[config.mk]
export PLATFORM = sky130hd
export DESIGN_NAME = tm1638_led_ctrl_flat
export DESIGN_NICKNAME = d
export VERILOG_FILES = /design/src/rtl/tm1638_led_ctrl_if.sv /design/src/rtl/tm1638_led_ctrl.sv /design/src/flat_wrapper.sv
export SDC_FILE = /design/constraint.sdc
export NUM_CORES = 1
export LEC_CHECK = 0
export ABC_AREA = 0
export CORE_ASPECT_RATIO = 0.75
export CORE_UTILIZATION = 64
export CTS_BUF_LIST = sky130_fd_sc_hd__clkbuf_4
export DETAILED_ROUTE_END_ITERATION = 7
export PLACE_DENSITY = 0.9
export SLEW_MARGIN = 20
export SYNTH_ARGS = -nofsm -noshare
export SYNTH_HDL_FRONTEND = slang
export SYNTH_SLANG_ARGS = --single-unit
[constraint.sdc]
create_clock -name clk -period 7.55 [get_ports clk]
set_input_delay 1.1325 -clock clk [delete_from_list [all_inputs] [get_ports clk]]
set_output_delay 1.1325 -clock clk [all_outputs]
set_load 0.005 [all_outputs]
[src/rtl/tm1638_led_ctrl_if.sv]
// Pattern-request handshake and TM1638 pin bundle for tm1638_led_ctrl.
// master: pattern source / board side; slave: the controller.
interface tm1638_led_ctrl_if;
  logic [7:0] led_in;
  logic [2:0] brightness;
  logic       start;
  logic       busy;
  logic       done;
  logic       tm_stb;
  logic       tm_clk;
  logic       tm_dio;

  modport master (
    output led_in, brightness, start,
    input  busy, done, tm_stb, tm_clk, tm_dio
  );

  modport slave (
    input  led_in, brightness, start,
    output busy, done, tm_stb, tm_clk, tm_dio
  );
endinterface

[src/rtl/tm1638_led_ctrl.sv]
// Write-only TM1638 frame sender: data cmd, address + 16 display bytes, display-control cmd.
// Optional macro TM1638_AUTO_REFRESH_EN: resend automatically when pattern/brightness change.
module tm1638_led_ctrl #(
  parameter int unsigned CLK_DIV = 25
) (
  input logic               clk,
  input logic               rs,
  tm1638_led_ctrl_if.slave  bus
);
  localparam int unsigned DivW = $clog2(2 * CLK_DIV);
  localparam logic [DivW-1:0] DivLast = DivW'(CLK_DIV - 1);
  localparam logic [DivW-1:0] GapLast = DivW'(2 * CLK_DIV - 1);

  typedef enum logic [2:0] {StIdle, StSetup, StBitLo, StBitHi, StGap, StDone} state_t;

  state_t          r_state;
  logic [DivW-1:0] r_div;
  logic [2:0]      r_bit;
  logic [4:0]      r_byte;
  logic [1:0]      r_seg;
  logic [7:0]      r_led;
  logic [2:0]      r_bri;
  logic            r_busy, r_done, r_stb, r_clk, r_dio;

  logic            w_trig;
  logic [7:0]      w_cur_byte, w_nxt_byte;
  logic [4:0]      w_last_byte;

  // Segment B byte 0 is the address; then pairs of (blank segments, LED byte).
  function automatic logic [7:0] byte_at(input logic [1:0] seg, input logic [4:0] idx,
                                         input logic [7:0] led, input logic [2:0] bri);
    logic [3:0] li;
    li = idx[4:1] - 4'd1;
    if (seg == 2'd0)      return 8'h40;
    else if (seg == 2'd2) return {5'b10001, bri};
    else if (idx == 5'd0) return 8'hC0;
    else if (idx[0])      return 8'h00;
    else                  return {7'b0, led[li[2:0]]};
  endfunction

  assign w_cur_byte  = byte_at(r_seg, r_byte, r_led, r_bri);
  assign w_nxt_byte  = byte_at(r_seg, r_byte + 5'd1, r_led, r_bri);
  assign w_last_byte = (r_seg == 2'd1) ? 5'd16 : 5'd0;

`ifdef TM1638_AUTO_REFRESH_EN
  logic        r_last_vld;
  logic [10:0] r_last;

  assign w_trig = bus.start || !r_last_vld || ({bus.led_in, bus.brightness} != r_last);

  always_ff @(posedge clk) begin
    if (rs) begin
      r_last_vld <= 1'b0;
      r_last     <= '0;
    end else if (r_state == StIdle && w_trig) begin
      r_last_vld <= 1'b1;
      r_last     <= {bus.led_in, bus.brightness};
    end
  end
`else
  assign w_trig = bus.start;
`endif

  always_ff @(posedge clk) begin
    if (rs) begin
      r_state <= StIdle;
      r_div   <= '0;
      r_bit   <= '0;
      r_byte  <= '0;
      r_seg   <= '0;
      r_led   <= '0;
      r_bri   <= '0;
      r_busy  <= 1'b0;
      r_done  <= 1'b0;
      r_stb   <= 1'b1;
      r_clk   <= 1'b1;
      r_dio   <= 1'b1;
    end else begin
      unique case (r_state)
        StIdle: begin
          if (w_trig) begin
            r_led   <= bus.led_in;
            r_bri   <= bus.brightness;
            r_busy  <= 1'b1;
            r_stb   <= 1'b0;
            r_div   <= '0;
            r_state <= StSetup;
          end
        end
        StSetup: begin
          if (r_div == DivLast) begin
            r_div   <= '0;
            r_clk   <= 1'b0;
            r_dio   <= w_cur_byte[0];
            r_state <= StBitLo;
          end else begin
            r_div <= r_div + 1'b1;
          end
        end
        StBitLo: begin
          if (r_div == DivLast) begin
            r_div   <= '0;
            r_clk   <= 1'b1;
            r_state <= StBitHi;
          end else begin
            r_div <= r_div + 1'b1;
          end
        end
        StBitHi: begin
          if (r_div == DivLast) begin
            r_div <= '0;
            if (r_bit != 3'd7) begin
              r_bit   <= r_bit + 3'd1;
              r_clk   <= 1'b0;
              r_dio   <= w_cur_byte[r_bit + 3'd1];
              r_state <= StBitLo;
            end else if (r_byte != w_last_byte) begin
              r_bit   <= '0;
              r_byte  <= r_byte + 5'd1;
              r_clk   <= 1'b0;
              r_dio   <= w_nxt_byte[0];
              r_state <= StBitLo;
            end else begin
              r_bit   <= '0;
              r_byte  <= '0;
              r_stb   <= 1'b1;
              r_dio   <= 1'b1;
              r_state <= StGap;
            end
          end else begin
            r_div <= r_div + 1'b1;
          end
        end
        StGap: begin
          if (r_div == GapLast) begin
            r_div <= '0;
            if (r_seg != 2'd2) begin
              r_seg   <= r_seg + 2'd1;
              r_stb   <= 1'b0;
              r_state <= StSetup;
            end else begin
              r_seg   <= '0;
              r_busy  <= 1'b0;
              r_done  <= 1'b1;
              r_state <= StDone;
            end
          end else begin
            r_div <= r_div + 1'b1;
          end
        end
        StDone: begin
          r_done  <= 1'b0;
          r_state <= StIdle;
        end
        default: r_state <= StIdle;
      endcase
    end
  end

  assign bus.busy   = r_busy;
  assign bus.done   = r_done;
  assign bus.tm_stb = r_stb;
  assign bus.tm_clk = r_clk;
  assign bus.tm_dio = r_dio;
endmodule
[src/flat_wrapper.sv]
// flat-port wrapper written by rule: the top's interface ports become plain ports
module tm1638_led_ctrl_flat 
#(
  parameter int unsigned CLK_DIV = 25
)
  (clk, rs, bus_led_in, bus_brightness, bus_start, bus_busy, bus_done, bus_tm_stb, bus_tm_clk, bus_tm_dio);
  tm1638_led_ctrl_if bus_i ();
  input logic clk;
  input logic rs;
  input wire logic [$bits(bus_i.led_in)-1:0] bus_led_in;
  input wire logic [$bits(bus_i.brightness)-1:0] bus_brightness;
  input wire logic [$bits(bus_i.start)-1:0] bus_start;
  output wire logic [$bits(bus_i.busy)-1:0] bus_busy;
  output wire logic [$bits(bus_i.done)-1:0] bus_done;
  output wire logic [$bits(bus_i.tm_stb)-1:0] bus_tm_stb;
  output wire logic [$bits(bus_i.tm_clk)-1:0] bus_tm_clk;
  output wire logic [$bits(bus_i.tm_dio)-1:0] bus_tm_dio;
  assign bus_i.led_in = bus_led_in;
  assign bus_i.brightness = bus_brightness;
  assign bus_i.start = bus_start;
  assign bus_busy = bus_i.busy;
  assign bus_done = bus_i.done;
  assign bus_tm_stb = bus_i.tm_stb;
  assign bus_tm_clk = bus_i.tm_clk;
  assign bus_tm_dio = bus_i.tm_dio;
  tm1638_led_ctrl #(.CLK_DIV(CLK_DIV)) u_core (.clk(clk), .rs(rs), .bus(bus_i));
endmodule
* Word level (Yosys, flattened, before mapping)
Index checks and enable logic that the tools add are counted.
** Storage, ports and cells
- Bits in registers :: 35
- Bits of input ports :: 14
- Output and inout port bits :: 5
- Word-level logic and storage cells :: 122
** Cells by class
- $add $sub $neg :: 6
- Magnitude comparators :: 3
- Eq/ne operators :: 22
- Multiplexer cells :: 56
- Bitwise logic cells :: 1
- Reduce and logical (&&, ||, !) cells :: 22
** Operator list (count)
- 1-bit two-way mux :: 28
- 3-bit two-way mux :: 9
- 8-bit two-way mux :: 3
- 6-bit two-way mux :: 3
- 6-bit case mux with 3 select lines :: 1
- 3-bit case mux with 5 select lines :: 1
- 3-bit by 4-bit < comparator with 1-bit output, second input constant :: 3
- 5-bit logical NOT :: 2
- 5-bit two-way mux :: 2
- 2-bit by 1-bit inequality test with 1-bit output, second input constant :: 5
- 2-bit inequality test, second input constant :: 5
- 5-bit AND reduction :: 2
- 1-bit binary-select mux with 3-bit select :: 3
- 3-bit AND reduction :: 3
- 3-bit nonzero test :: 3
- 2-bit AND reduction :: 4
- 7-bit AND reduction :: 1
- 6-bit by 1-bit adder with 6-bit output, second input constant :: 1
- 3-bit by 2-bit equality test with 1-bit output, second input constant :: 2
- 3-bit equality test, second input constant :: 2
- 6-bit by 5-bit equality test with 1-bit output, second input constant :: 1
- 6-bit equality test, second input constant :: 1
- 1-bit case mux with 2 select lines :: 3
- 1-bit case mux with 3 select lines :: 2
- other kinds (17) :: 20

* Longest topological paths before layout
Gate-level depths: netlist of the first run.
- Depth in word-level cells :: 12
- Mapped depth :: 10

* Least setup slack after synthesis of the first run
No wires, ideal clock.
- Kind :: register to register
- From :: register u_core.r_byte[1]
- To :: register u_core.r_dio, in the netlist u_core.bus.tm_dio
- Library setup time :: 0.122 ns
- Arrival :: 2.450 ns
- Required time :: 7.428 ns
- Path slack :: 4.978 ns
- Cell stages (with the launch flop) :: 10
- Buffers on the path :: 0
- Clock period less this slack :: 2.572 ns
- Path through :: dfxtp_1 inv_1 ha_1 inv_1 ha_1 mux4_2 mux2i_1 a2111oi_0 or4_1 o311a_1
** On the way
- Longest elaborated chain between the ends :: 12
- Elaborated cells on any way between the ends :: 25
- Those cells by class :: add/sub: 3; eq/ne: 1; mux: 19; reduce/logical: 2
** RTL lines
- start: declaration :: RTL line tm1638_led_ctrl.sv:19 : logic [4:0] r_byte;
- start signal: assignment :: RTL line tm1638_led_ctrl.sv:119 : r_byte <= r_byte + 5'd1;
- 5-bit by 1-bit adder with 5-bit output / 3-bit by 1-bit subtractor with 3-bit output (equally long branches) :: RTL line tm1638_led_ctrl.sv:42, tm1638_led_ctrl.sv:33
- 3-bit by 1-bit subtractor with 3-bit output / 1-bit binary-select mux with 3-bit select (equally long branches) :: RTL line tm1638_led_ctrl.sv:33, tm1638_led_ctrl.sv:38
- 1-bit binary-select mux with 3-bit select / 1-bit two-way mux (equally long branches) :: RTL line tm1638_led_ctrl.sv:38 : else return {7'b0, led[li[2:0]]};
- 1-bit two-way mux, on equally long branches :: RTL line tm1638_led_ctrl.sv:38, tm1638_led_ctrl.sv:37
- 1-bit two-way mux / 8-bit two-way mux (equally long branches) :: RTL line tm1638_led_ctrl.sv:37, tm1638_led_ctrl.sv:36
- 1-bit two-way mux / 8-bit two-way mux (equally long branches) :: RTL line tm1638_led_ctrl.sv:36, tm1638_led_ctrl.sv:35
- 1-bit two-way mux / 8-bit two-way mux (equally long branches) :: RTL line tm1638_led_ctrl.sv:35, tm1638_led_ctrl.sv:34
- 1-bit two-way mux / 1-bit binary-select mux with 3-bit select (equally long branches) :: RTL line tm1638_led_ctrl.sv:34, tm1638_led_ctrl.sv:115
- 1-bit two-way mux, on equally long branches :: RTL line tm1638_led_ctrl.sv:117, tm1638_led_ctrl.sv:115
- 1-bit two-way mux :: RTL line tm1638_led_ctrl.sv:112 : if (r_bit != 3'd7) begin
- 1-bit two-way mux :: RTL line tm1638_led_ctrl.sv:110 : if (r_div == DivLast) begin
- 1-bit case mux with 2 select lines (*) :: RTL line tm1638_led_ctrl.sv:79 : unique case (r_state)
- end signal: assignment :: RTL line tm1638_led_ctrl.sv:94 : r_dio <= w_cur_byte[0];
- end signal: assignment :: RTL line tm1638_led_ctrl.sv:115 : r_dio <= w_cur_byte[r_bit + 3'd1];
- end signal: assignment :: RTL line tm1638_led_ctrl.sv:121 : r_dio <= w_nxt_byte[0];
- end: declaration :: RTL line tm1638_led_ctrl.sv:23 : logic r_busy, r_done, r_stb, r_clk, r_dio;
Every way passes the cells marked *; elsewhere a longest branch is shown, timed or not. The select of a mux whose other input is x is not followed.
A chain may end at the register's enable or synchronous reset.

* Final worst setup path of the first run
Ends and elaborated chain as after synthesis.

==> reports/results.ini, run 1 <==
[run_status]
outcome=complete, no violations

[timing]
finalSetupViolCount=0
final_max_slew_viol_count=0
fmax_mhz=357
worst_pin_slew_ps=574
period_share=0.371
finalCriticalPeriod_ps=2800
hold_viol_final=0
rsz0062_at_grt=no
fin_tns_setup_ps=0
relSlewSlack=0.615
clock_skew_ps=3.01

[power]
power.density_nw_per_um2=230
power_uw=544
ir_drop_mv=0.163
p_leak_nw=0.830

[clocking]
worstSkewPairLatency_ps=330
post-cts-setup-buffers=0
path_clk_slew_ps=110
cts_tree=built
cts_resized=0
cts_hold_buffers=0
cts_root_buffer=clkbuf_4
clock_sinks=35
numCtsBuffers=5
cts_max_level=2
clockBufferDepth=2

[synth]
synth_warnings=0
synth_common_cells=nand2_1, dfxtp_1, a21oi_1
synth-seq-cells=35
ys_top_cells_by_area=dfxtp_1, nand2_1, a21oi_1
syn_inst=262
synthXorXnorAreaFrac=0.0295
synth_area_um2=2080
synth_ff_type=dfxtp_1
synth_top_family_by_area=simple AND/OR/NAND/NOR gates
syn_nets=287
synth_compound_area_frac=0.194
synth_mux_area_frac=0.0674
synth.top_cell.area_share=0.337
synth-edff-count=0
syn_avg_cell_area_um2=7.94
seq_area_frac_synth=0.337
yosys.area.top_type=dfxtp_1
synth.most_common_cell=nand2_1
ys_types=48
yosys.area_share.simple=0.259
yosys.area_share.adder=0.0662
async_flop_share=0

[cells_and_area]
register_area_um2=701
nets=299
antennaDiodeCount=0
fin_cells=313
fillCellCount=226
layout-area-overhead-vs-synth_pct=13.8
layout-drive-gt1-share=0.0727
multi_input_area_um2=1280

[die]
fp.dieH_um=51.4
die-area_um2=3480
initial_utilization=0.688
core_region_area_um2=3020
ios=19
fp.dieW_um=67.8
placementRows=17

[setup_path]
cp.required_ps=7780
crit_fanout=7
path_cells=inv_1 > ha_1 > inv_1 > ha_1 > mux4_2 > mux2i_1 > a2111oi_0 > or4_1 > o311a_1
worstSetupPathType=register to register
slowest_stage=dfxtp_1
critPathCaptureType=register
cp-start-kind=register
max_stage_delay_ps=510
critPathArrivalTime_ps=3020

[grt]
grt_max_degree=35
grt_pass1_wl_um=7350
globalRouteTotalUtil=0.288
antenna_found_initial=0
grt_pass1_vias=1608
grt-ovfl-total=0

[route]
first_pass_iters=5
vias_per_cell=6.04
drt_iter0_markers=277
antenna_left=0
drt-wirelength-per-cell_um=14.3
num_vias=1890
wl_um=4480
drcViolationCount=0

[run]
drv_cap=0

[place]
dpl.cell_count=305
dp_hpwl_um=3240
place.gp.congestion=0.879
port_buffers=18

[worst_hold_path]
min_path_type=register to register

==> where the power goes <==
part           total, mW  leakage, nW  internal [mW]  switching [mW]
clock              0.168       0.0514          0.103          0.0650
sequential         0.230        0.285          0.205          0.0246
combinational      0.146        0.493         0.0618          0.0846
==> stage by stage <==
step                hold WS, ps  instance area (µm²)  setup slack [ps]   util
finish                      472                 2370              4750  0.783
global route                502                 2370              4580  0.783
CTS                         474                 2370              4750  0.783
detailed placement          456                 2260              4760  0.749
global placement            450                 2260              4880  0.749
floorplan                   437                 2080              4980      -
==> worst paths after layout <==
kind	cells after the start	slack [ps]	startpoint	to
setup / recovery	9	4750	u_core.r_byte[1]	u_core.bus.tm_dio
hold / removal	2	470	u_core.r_bit[2]	u_core.r_bit[2]
setup reg to reg	9	4750	u_core.r_byte[1]	u_core.bus.tm_dio
hold reg to reg	2	470	u_core.r_bit[2]	u_core.r_bit[2]
==> cells in the final DEF, fill, tap and decap left out, drive strengths merged, types with 5 or more instances in the layout <==
cell,n
ha,11
a21oi,30
clkbuf,5
dfxtp,35
nand3,8
clkdlybuf4s50,18
nand2b,5
xnor2,6
inv,10
mux2i,5
nand2,47
nor3,6
nor2,22
o21ai,11
==> registers in the layout, indices dropped and copies added, names as in the netlist <==
| register | cells |
|---|---|
| u_core.bus.busy | 1 |
| u_core.r_bri | 3 |
| u_core.bus.tm_dio | 1 |
| u_core.r_div | 6 |
| u_core.r_byte | 5 |
| u_core.r_led | 8 |
| u_core.r_seg | 2 |
| u_core.bus.tm_clk | 1 |
| u_core.bus.tm_stb | 1 |
| u_core.r_bit | 3 |
| u_core.r_state | 3 |
| u_core.bus.done | 1 |
==> routing by layer <==
layer  up-vias  part of all wire  GRT usage
li1        950                 -          -
met3         2             0.069     0.0759
met4         0            0.0042     0.0729
met5         -                 0          0
met1       861              0.51      0.436
met2        77              0.41      0.398
==> worst max-delay path, delay by kind of cell, from the launching register on <==
kind	cells	cell delay (ps)
DFF	1	510
and+or+nand+nor	1	480
buffers and inverters	2	180
adders and majority gates	2	690
muxes	2	630
AOI/OAI and AO/OA	2	210
==> cell type report <==
type	count	share of cell area
Tap cell	38	0.0201
Timing Repair Buffer	20	0.0825
Clock inverter	3	0.0286
Sequential cell	35	0.296
Multi-Input combinational cell	202	0.541
Clock buffer	5	0.0159
Inverter	10	0.0159
==> cell families after synthesis <==
logic type,after synthesis
flip-flops,35
multiplexers,9
buffers and inverters,25
AO/OA/AOI/OAI,64
adder cells (fa/ha/maj),11
XOR/XNOR,7
AND/OR/NAND/NOR,111
No activity file was read; power rests on OpenSTA's default activity.
==> run 2, diff against run 1 <==
--- a/config.mk
+++ b/config.mk
@@ -7,10 +7,10 @@
 export LEC_CHECK = 0
 export ABC_AREA = 0
 export CORE_ASPECT_RATIO = 0.75
-export CORE_UTILIZATION = 64
+export CORE_UTILIZATION = 59
 export CTS_BUF_LIST = sky130_fd_sc_hd__clkbuf_4
 export DETAILED_ROUTE_END_ITERATION = 7
-export PLACE_DENSITY = 0.9
+export PLACE_DENSITY = 0.85
 export SLEW_MARGIN = 20
 export SYNTH_ARGS = -nofsm -noshare
 export SYNTH_HDL_FRONTEND = slang
==> constraint.sdc (replaced) <==
create_clock -name clk -period 2.8 [get_ports clk]
set_input_delay 0.42 -clock clk [delete_from_list [all_inputs] [get_ports clk]]
set_output_delay 0.42 -clock clk [all_outputs]
set_load 0.005 [all_outputs]
==> run 2 against run 1 <==
  * The run now ends with DRC left
  * Flip-flop and latch count is the same
  * Critical path depth down 1
  * Maximum frequency is 6.5% higher
  * Largest power group unchanged
==> reports/results.ini, run 2 (synthesis gave the netlist of run 1 again) <==
[run_status]
outcome=finished, violations left
violations=DRC

[setup_path]
reg2reg_from=u_core.r_byte[0]
cp_common_cell=ha_1
cp.required_ps=3050  ; -4730 ps
cp-start-kind=register
rrSetupSlack_ps=170  ; -4580 ps
critPathCaptureType=register
slowest_stage=mux4_2
crit_family=adder cells
worstSetupPathType=register to register
reg2reg_depth=8  ; -1
critPathArrivalTime_ps=2870  ; -150 ps
crit_buf_inv=0  ; -2
r2r_end=u_core.bus.tm_dio
crit_fanout=6  ; -1
path_cells=ha_1 > xnor2_1 > ha_1 > mux4_2 > mux2i_1 > a2111oi_0 > or4_1 > o311a_1
max_stage_delay_ps=500  ; about the same

[route]
drt-wirelength-per-cell_um=14.3  ; -0.30%
drt_iter0_markers=170  ; -39%
drcViolationCount=2  ; +2
num_vias=1870  ; -1.1%
antenna_left=0  ; unchanged
vias_per_cell=5.88  ; -2.6%
first_pass_iters=6  ; +1
wl_um=4530  ; +1.3%

[timing]
timing.hold.ws_ps=470  ; -1.42 ps
clock_skew_ps=13.3  ; +10.2 ps
relSlewSlack=0.612  ; -0.00359
fmax_mhz=381  ; +6.5%
final_max_slew_viol_count=0  ; unchanged
period_share=0.938  ; +0.567
fin_tns_setup_ps=0  ; unchanged
worst_slack_ps=174  ; -4580 ps
rsz0062_at_grt=no
worst_pin_slew_ps=579  ; +5.35 ps
finalCriticalPeriod_ps=2630  ; -172 ps
hold_viol_final=0  ; unchanged
finalSetupViolCount=0  ; unchanged

[cells_and_area]
nets=302  ; +1.0%
top_regs=u_core.r_led (8), u_core.r_div (6), u_core.r_byte (5)
antennaDiodeCount=0  ; unchanged
mostFrequentLayoutCells=nand2_1, dfxtp_1, a21oi_1, nor2_1, clkdlybuf4s50_1
fillCellCount=261  ; +15%
regMostFlops=u_core.r_led
design_area_um2=2340  ; -0.95%
fin_cells=318  ; +1.6%
layout-drive-gt1-share=0.0827  ; +0.0100
largest_reg_flops=8  ; unchanged
fin_util=0.703  ; -0.0803
register_area_um2=701  ; unchanged
layout_commonest_cell=nand2_1
multi_input_area_um2=1280  ; unchanged
layout-area-overhead-vs-synth_pct=12.7

[grt]
grt.busiest_layer=met1
use_met3=0.0533  ; -0.0226
use_met2=0.375  ; -0.0223
met1_usage=0.384  ; -0.0524
globalRouteTotalUtil=0.261  ; -0.0272
grt_pass1_vias=1558  ; -3.1%
grt-ovfl-total=0  ; unchanged
grt_pass1_wl_um=7400  ; +0.65%
antenna_found_initial=0  ; unchanged
grt_max_degree=34  ; -2.9%

[clocking]
path_clk_slew_ps=110  ; about the same
cts_hold_buffers=0  ; unchanged
clock_sinks=35  ; unchanged
worstSkewPairLatency_ps=350  ; +20 ps
numCtsBuffers=5  ; unchanged
cts_max_level=2  ; unchanged
clockBufferDepth=2  ; unchanged
post-cts-setup-buffers=0  ; unchanged
cts_resized=0  ; unchanged
cts_root_buffer=clkbuf_4
cts_tree=built

[run]
drv_cap=0  ; unchanged

[worst_hold_path]
holdPathStages=2  ; unchanged
hold_end=u_core.r_bit[2]
min_path_type=register to register
hp-start=u_core.r_bit[2]

[power]
ir_drop_mv=0.562  ; +250%
p_leak_nw=0.831  ; +0.13%
power.density_nw_per_um2=556  ; +140%
power_mw=1.30  ; +140%

[place]
dpl.cell_count=310  ; +1.6%
place.gp.congestion=0.925  ; +5.2%
dp_hpwl_um=3290  ; +1.6%
port_buffers=18  ; unchanged
pre_cts_ws_ps=213  ; -4550 ps
post_dp_cell_area_um2=2290  ; +1.1%

[die]
ios=19  ; unchanged
fp.dieW_um=70.6  ; +4.0%
initial_utilization=0.624  ; -0.0646
fp.dieH_um=53.4  ; +4.0%
die-area_um2=3770  ; +8.2%
core_region_area_um2=3330  ; +10%
placementRows=18  ; +1

run 2: worst min-delay path: cells and delay by family, from the launching register on:
kind,cells,cell delay [ps]
compound gates,1,50
flops,1,330
simple gates,1,50
run 2: report_power, final:
| part | switching, mW | internal, mW | leakage [nW] |
|---|---|---|---|
| logic | 0.225 | 0.166 | 0.510 |
| registers | 0.0673 | 0.554 | 0.285 |
| clock network | 0.172 | 0.117 | 0.0361 |
| total | 0.465 | 0.837 | 0.831 |
run 2: final cells by class:
class	instances	share of cell area
sequential	35	0.299
timing repair buffer	23	0.0929
multi-input combinational	202	0.546
tap	40	0.0214
clock buffer	7	0.0224
inverter	10	0.0160
clock inverter	1	0.00214
run 2: routing by layer:
metal | wire [µm] | part of all wire
met2 | 1830 | 0.40
met4 | 55 | 0.012
met1 | 2330 | 0.51
met5 | 0 | 0
met3 | 320 | 0.071
run 2: worst max path at each step:
stage	from	endpoint	slack [ps]	depth (start not counted)
3_5_place_dp	u_core.r_byte[0]	u_core.bus.tm_dio	210	8
4_1_cts	u_core.r_byte[0]	u_core.bus.tm_dio	200	8
6_report	u_core.r_byte[0]	u_core.bus.tm_dio	170	8
2_1_floorplan	u_core.r_byte[1]	u_core.bus.tm_dio	230	9
5_1_grt	u_core.r_byte[0]	u_core.bus.tm_dio	30	8
3_3_place_gp	u_core.r_byte[1]	u_core.bus.tm_dio	280	9
